$ cat src/rtl/bypass_skid_buffer.sv
// Registered valid/ready hop with a two-entry skid buffer: main register drives the output,
// skid register catches the one word that arrives while the consumer stalls.
//
// state | meaning
// EMPTY | no word held, Output_Valid=0, Input_Ready=1 (0 for the first cycle after reset)
// BUSY  | one word in main, Output_Valid=1, Input_Ready=1
// FULL  | main and skid both hold words, Output_Valid=1, Input_Ready=0
module bypass_skid_buffer #(
  parameter int DATA_WIDTH = 8
) (
  input  logic                  Clock,
  input  logic                  Reset,
  input  logic [DATA_WIDTH-1:0] Input_Data,
  input  logic                  Input_Valid,
  output logic                  Input_Ready,
  output logic [DATA_WIDTH-1:0] Output_Data,
  output logic                  Output_Valid,
  input  logic                  Output_Ready,
  output logic [1:0]            Occupancy
);

  typedef enum logic [1:0] {
    EMPTY = 2'd0,
    BUSY  = 2'd1,
    FULL  = 2'd2
  } state_t;

  state_t                state_q, state_d;
  logic [DATA_WIDTH-1:0] main_q, main_d;
  logic [DATA_WIDTH-1:0] skid_q, skid_d;
  logic                  in_ready_q, in_ready_d;
  logic                  out_valid_q, out_valid_d;
  logic                  in_fire, out_fire;

  assign in_fire  = Input_Valid & in_ready_q;
  assign out_fire = out_valid_q & Output_Ready;

  always_ff @(posedge Clock) begin
    if (Reset) begin
      state_q     <= EMPTY;
      main_q      <= '0;
      skid_q      <= '0;
      in_ready_q  <= 1'b0;
      out_valid_q <= 1'b0;
    end else begin
      state_q     <= state_d;
      main_q      <= main_d;
      skid_q      <= skid_d;
      in_ready_q  <= in_ready_d;
      out_valid_q <= out_valid_d;
    end
  end

  always_comb begin
    state_d = state_q;
    main_d  = main_q;
    skid_d  = skid_q;
    case (state_q)
      EMPTY: begin
        if (in_fire) begin
          main_d  = Input_Data;
          state_d = BUSY;
        end
      end
      BUSY: begin
        if (in_fire && out_fire) begin
          main_d = Input_Data;
        end else if (in_fire) begin
          skid_d  = Input_Data;
          state_d = FULL;
        end else if (out_fire) begin
          state_d = EMPTY;
        end
      end
      FULL: begin
        // Input_Ready is low here, so only the drain of main can happen.
        if (out_fire) begin
          main_d  = skid_q;
          state_d = BUSY;
        end
      end
      default: state_d = EMPTY;
    endcase
    in_ready_d  = (state_d != FULL);
    out_valid_d = (state_d != EMPTY);
  end

  assign Input_Ready  = in_ready_q;
  assign Output_Valid = out_valid_q;
  assign Output_Data  = main_q;
  assign Occupancy    = state_q;

endmodule

$ cat config.mk
export PLATFORM = sky130hd
export DESIGN_NAME = bypass_skid_buffer
export DESIGN_NICKNAME = d
export VERILOG_FILES = /design/src/rtl/bypass_skid_buffer.sv
export SDC_FILE = /design/constraint.sdc
export NUM_CORES = 1
export LEC_CHECK = 0
export ABC_AREA = 1
export CORE_MARGIN = 2
export CORE_UTILIZATION = 45
export CTS_CLUSTER_DIAMETER = 150
export CTS_CLUSTER_SIZE = 20
export DETAILED_ROUTE_END_ITERATION = 12
export PLACE_DENSITY = 0.74
export SLEW_MARGIN = 25
export SYNTH_ARGS = -nofsm -noshare
export SYNTH_HDL_FRONTEND = slang
export SYNTH_SLANG_ARGS = --single-unit
$ cat constraint.sdc
create_clock -name Clock -period 1.5 [get_ports Clock]
set_input_delay 0.3 -clock Clock [delete_from_list [all_inputs] [get_ports Clock]]
set_output_delay 0.3 -clock Clock [all_outputs]
set_load 0.05 [all_outputs]
==> flow_metrics.tcl, run 1 <==
set metrics [dict create \
    drt_iter0_drc 35 \
    placed_area_um2 1370 \
    start_util 0.490 \
    min_from "skid_q[4]" \
    hold_path_class "reg -> reg" \
    grt_pass1_wl_um 3700 \
    post_synth.cell_area_avg_um2 6.83 \
    cts-buffers-inserted 3 \
    insertion_delay_ns 0.30 \
    start_kind "flop" \
    synth-warning-count 0 \
    grt_util_all_layers 0.189 \
    die_y_um 50.9 \
    startpoint "Occupancy[1]" \
    grt-busiest-layer "met2" \
    rows 16 \
    total_power_mw 1.26 \
    root_buffer "clkbuf_4" \
    finalClockSkew_ns 0.00429 \
    synthCells 145 \
    antenna_found_initial 0 \
    globalplace.congestion 0.797 \
    nets 185 \
    final_core_util 0.688 \
    cts_sinks 20 \
    grt_max_degree 17 \
    hold_viol 0 \
    cts_buffer_depth 2 \
    post_drt_wl_per_cell_um 10.9 \
    die_area_um2 2590 \
    diodes 0 \
    end_kind "primary output" \
    drive_above_1_share 0.164 \
    post_cts_buffers 0 \
    gr-usage-met1 0.258 \
    max_stage_delay_ns 0.41 \
    reg2reg_from "Occupancy[0]" \
    required_ns 1.20 \
    drv_slew 0 \
    port_buffers 23 \
    overflow 0 \
    p_leak_nw 0.661 \
    min_period_ns 1.36 \
    die_w_um 50.9 \
    synth-seq-cells 20 \
    synth_cell_types 19 \
    io_pins 24 \
    cts_tree "built" \
    worst_pin_slew_ns 0.356 \
    firstDrtPassIters 4 \
    crit_chain "buf_4 > buf_12" \
    crit_type "reg -> out" \
    peakVddDrop_mv 0.717 \
    maxCapViolations 0 \
    routed_wl_um 2160 \
    max_freq_mhz 736 \
    crit_fanout 9 \
    met2_usage 0.297 \
    synth.cell_area_um2 991 \
    grtUsageMet3 0.0292 \
    rsz0062_at_grt "false" \
    postCtsHoldBufs 0 \
    drc 0 \
    p_per_area_nw_per_um2 909 \
    synthesis.nets 157 \
    final_cell_area_um2 1390 \
    arrival_ns 1.06 \
    status "completed" \
    synth.yosys.seq_area_share 0.404 \
    hold_slack_ns 0.485 \
    dp_hpwl_um 1630 \
    maxSlewHeadroom 0.762 \
    finalSetupViolations 0 \
    clk_pin_slew_worst_paths_ns 0.10 \
    grt_pass1_vias 828 \
    vias 942 \
    period_share 0.906 \
    htreeDepth 1 \
    coreArea_um2 2020 \
    area_growth_pct 40.4 \
    routed_via_density 4.76 \
    cpMaxStageDelayCell "dfxtp_2" \
    antenna_left 0 \
]
worst paths after layout:
kind                                  endpoint  slack, ns  cells past startpoint
worst min-delay path                 skid_q[4]       0.48                      2
worst min register to register       skid_q[4]       0.48                      2
worst max-delay path              Occupancy[1]       0.14                      2
worst max register to register  Output_Data[0]       0.21                      7
cell usage in the layout (no fill, tap or decap):
cell type	synthesis	routed
nand2_1	45	45
nor2_1	35	35
dfxtp_1	20	19
inv_1	12	12
buf_12	0	12
clkdlybuf4s50_1	0	11
nand3_1	8	8
nand3b_1	8	8
buf_4	0	4
clkbuf_4	0	3
nand2_2	2	2
o21ai_0	2	2
dfxtp_2	0	1
inv_2	1	1
nand3_2	1	1
o21ai_4	1	1
nand2_4	1	1
clkinv_1	1	1
a21boi_0	1	1
nor2_4	1	1
nor3_4	1	1
a21oi_1	1	1
power breakdown:
part / switching [mW] / total (mW) / internal, mW
Clock: 0.155 / 0.249 / 0.0937
Combinational: 0.229 / 0.415 / 0.186
Sequential: 0.0327 / 0.601 / 0.568
Total: 0.417 / 1.26 / 0.848
cell type report:
class / instances / area, um2
repair buffers: 27 / 380
flip-flops and latches: 20 / 402
clock buffers: 3 / 22.5
inverters: 14 / 52.6
well taps: 27 / 33.8
fillers: 174 / 631
multi-input cells: 107 / 500
sequential cells by signal (all words and copies together) (netlist names):
name          flops
Output_Data       8
skid_q            8
Occupancy         2
Input_Ready       1
Output_Valid      1
repair_timing:
action	CTS	global route
hold endpoints to repair	0	0
setup endpoints to repair	0	1
gates resized for setup	0	1
metrics by stage:
step,setup TNS (ns),setup slack (ns),instances
floorplan,0,0.0137,145
global placement,0,0.00421,195
detailed placement,-0.226,-0.0633,195
CTS,0,0.0412,198
global route,0,0.0679,198
finish,0,0.141,198
kinds of logic after synthesis:
logic type | after synthesis | share of synthesized area
buffers and inverters | 18 | 0.0909
AND/OR/NAND/NOR | 102 | 0.466
AO/OA/AOI/OAI | 5 | 0.0391
flip-flops | 20 | 0.404
worst max-delay path: cells and delay by family, from the launching register on:
kind | cells | cell delay (ns)
buf+inv | 2 | 0.35
flops | 1 | 0.41
Yosys cell counts, drive strengths merged:
| cell | n | area (um2) |
|---|---|---|
| nand2 | 48 | 193 |
| nor2 | 36 | 143 |
| dfxtp | 20 | 400 |
| inv | 13 | 48.8 |
| nand3 | 9 | 50.1 |
| nand3b | 8 | 60.1 |
| buf | 3 | 33.8 |
| o21ai | 3 | 26.3 |
| a21boi | 1 | 7.51 |
| a21oi | 1 | 5.00 |
| clkbuf | 1 | 3.75 |
| clkinv | 1 | 3.75 |
| nor3 | 1 | 16.3 |
per-layer routing:
metal	wire length [um]	vias to the layer above
met5	0	-
met4	46	0
met3	87	5
met2	1040	20
met1	986	419
li1	-	498
Note: power is estimated with default switching activity, not from simulation.
==> inputs of run 2 (changes only) <==
--- a/config.mk
+++ b/config.mk
@@ -11,7 +11,7 @@
 export CTS_CLUSTER_DIAMETER = 150
 export CTS_CLUSTER_SIZE = 20
 export DETAILED_ROUTE_END_ITERATION = 12
-export PLACE_DENSITY = 0.74
+export PLACE_DENSITY = 0.81
 export SLEW_MARGIN = 25
 export SYNTH_ARGS = -nofsm -noshare
 export SYNTH_HDL_FRONTEND = slang
==> constraint.sdc (replaced) <==
create_clock -name Clock -period 1.5 [get_ports Clock]
set_input_delay 0.3 -clock Clock [delete_from_list [all_inputs] [get_ports Clock]]
set_output_delay 0.3 -clock Clock [all_outputs]
set_load 0.1 [all_outputs]
==> run 2 against run 1 <==
  * Cell count is 0.51% lower
  * Fmax grew 5.1%
  * Combinational power increased by 23%
  * Wire length is 1.9% lower
  * First-iteration DRC count decreased by 37%
  * Die area did not move
  * Cell area up 0.36%
  * Setup slack better by 0.066 ns
  * Sequential cell count unchanged
  * Clock power rose by 26%
==> flow_metrics.tcl, run 2 (synthesized netlist as in run 1, its figures left out) <==
set metrics [dict create \
    area_growth_pct 40.9 \
    die_y_um 50.9 \
    cp.depth 7 \
    finalSetupTns_ns 0 \
    arrival_ns 1.49 \
    post_drt_wl_per_cell_um 10.8 \
    diodes 0 \
    final_common_cell "nand2_1" \
    grt_util_all_layers 0.181 \
    dp.cells 193 \
    drt_iter0_drc 22 \
    start_util 0.490 \
    max_stage_delay_ns 0.44 \
    io_pins 24 \
    end_kind "flop" \
    clk_pin_slew_worst_paths_ns 0.11 \
    routed_wl_um 2120 \
    hold_path_class "reg -> reg" \
    total_power_mw 1.43 \
    grt_pass1_vias 852 \
    final_core_util 0.691 \
    finalSetupViolations 0 \
    die_w_um 50.9 \
    p_leak_nw 0.659 \
    peakVddDrop_mv 0.570 \
    r2r_end "Output_Data[1]" \
    final_cell_mix "nand2_1, nor2_1, dfxtp_1, inv_1, buf_12" \
    port_buffers 23 \
    root_buffer "clkbuf_4" \
    crit_type "reg -> reg" \
    routed_via_density 4.80 \
    postCtsHoldBufs 0 \
    die_area_um2 2590 \
    grt_max_degree 18 \
    grt_pass1_wl_um 3610 \
    worst_pin_slew_ns 0.305 \
    reg2reg_depth 7 \
    antenna_found_initial 0 \
    status "completed" \
    crit_chain "inv_4 > nand2_2 > nand2_2 > nand2_4 > nand2_1 > nand2_1 > nor2_1" \
    insertion_delay_ns 0.30 \
    cpLargestDelayFamily "simple AND/OR/NAND/NOR gates" \
    hold_viol 0 \
    required_ns 1.70 \
    crit_fanout 16 \
    coreArea_um2 2020 \
    cts-buffers-inserted 3 \
    vias 946 \
    cts_sinks 20 \
    cts_tree "built" \
    start_kind "flop" \
    period_share 0.862 \
    max_freq_mhz 774 \
    drv_slew 0 \
    worstHoldEndpoint "skid_q[1]" \
    maxSlewHeadroom 0.796 \
    globalplace.congestion 0.794 \
    cpMaxStageDelayCell "dfxtp_2" \
    drive_above_1_share 0.176 \
    finalClockSkew_ns 0.000874 \
    fin_cells 197 \
    cts_buffer_depth 2 \
    reg2reg_from "Occupancy[0]" \
    nets 183 \
    min_from "skid_q[1]" \
    hold_slack_ns 0.487 \
    p_per_area_nw_per_um2 1030 \
    rows 16 \
    htreeDepth 1 \
    rrSetupSlack_ns 0.21 \
    maxCapViolations 0 \
    firstDrtPassIters 4 \
    critPathBufInv 1 \
    rsz0062_at_grt "false" \
    drc 0 \
    dp_hpwl_um 1630 \
    min_path_cells 2 \
    min_period_ns 1.29 \
    overflow 0 \
    antenna_left 0 \
]
[run 2: changes by cell type in the layout (fill, tap and decap cells not counted), sizes merged]
cell,before,now
buf,16,14
clkbuf,3,4
[run 2: worst min-delay path, cell delays in order, from the launching register on]
cell and delay (ns):
dfxtp_1 0.35, nor2_1 0.05, nor2_1 0.07
[run 2: area by class of cell]
type	count	area, um2
clock buffer	4	36.3
tap	27	33.8
sequential	20	405
timing repair buffer	25	365
inverter	14	55.1
fill	149	626
multi-input combinational	107	500
[run 2: what timing repair did]
item                                    4_1_cts  5_1_grt
resized for setup                             0        1
setup buffers                                 0        0
endpoints found under the setup margin        0        1
[run 2: worst max path at each step]
stage               slack [ns]        endpoint         start
finish                    0.21  Output_Data[1]  Occupancy[0]
global placement          0.01       skid_q[2]  Output_Ready
detailed placement       -0.02       skid_q[3]   Input_Valid
floorplan                 0.03  Output_Data[2]  Occupancy[0]
global route              0.08  Output_Data[1]  Occupancy[0]
CTS                       0.13  Output_Data[1]  Occupancy[0]
[run 2: metal layers]
metal,vias up,wire [um],track usage,share of wire
met2,30,1050,0.294,0.49
met5,-,0,0,0
met1,417,961,0.240,0.45
met3,4,76,0.0175,0.036
li1,495,-,-,-
met4,0,36,0.0856,0.017
[run 2: through the flow]
stage	instance area, um2	worst slack [ns]
finish	1400	0.207
global route	1400	0.0849
CTS	1390	0.128
detailed placement	1360	-0.0231
global placement	1360	0.0145
floorplan	996	0.0272
[run 2: power by group]
group | total, mW | internal (mW) | switching (mW) | leakage [nW]
Combinational | 0.511 | 0.183 | 0.328 | 0.474
Sequential | 0.609 | 0.570 | 0.0395 | 0.165
Clock | 0.313 | 0.148 | 0.165 | 0.0210
==> inputs of run 3 (changes only) <==
--- a/config.mk
+++ b/config.mk
@@ -11,6 +11,7 @@
 export CTS_CLUSTER_DIAMETER = 150
 export CTS_CLUSTER_SIZE = 20
 export DETAILED_ROUTE_END_ITERATION = 12
+export GPL_ROUTABILITY_DRIVEN = 0
 export PLACE_DENSITY = 0.81
 export SLEW_MARGIN = 25
 export SYNTH_ARGS = -nofsm -noshare
==> results of run 3 <==
The final DEF is identical to that of run 2; final timing and power are the same.
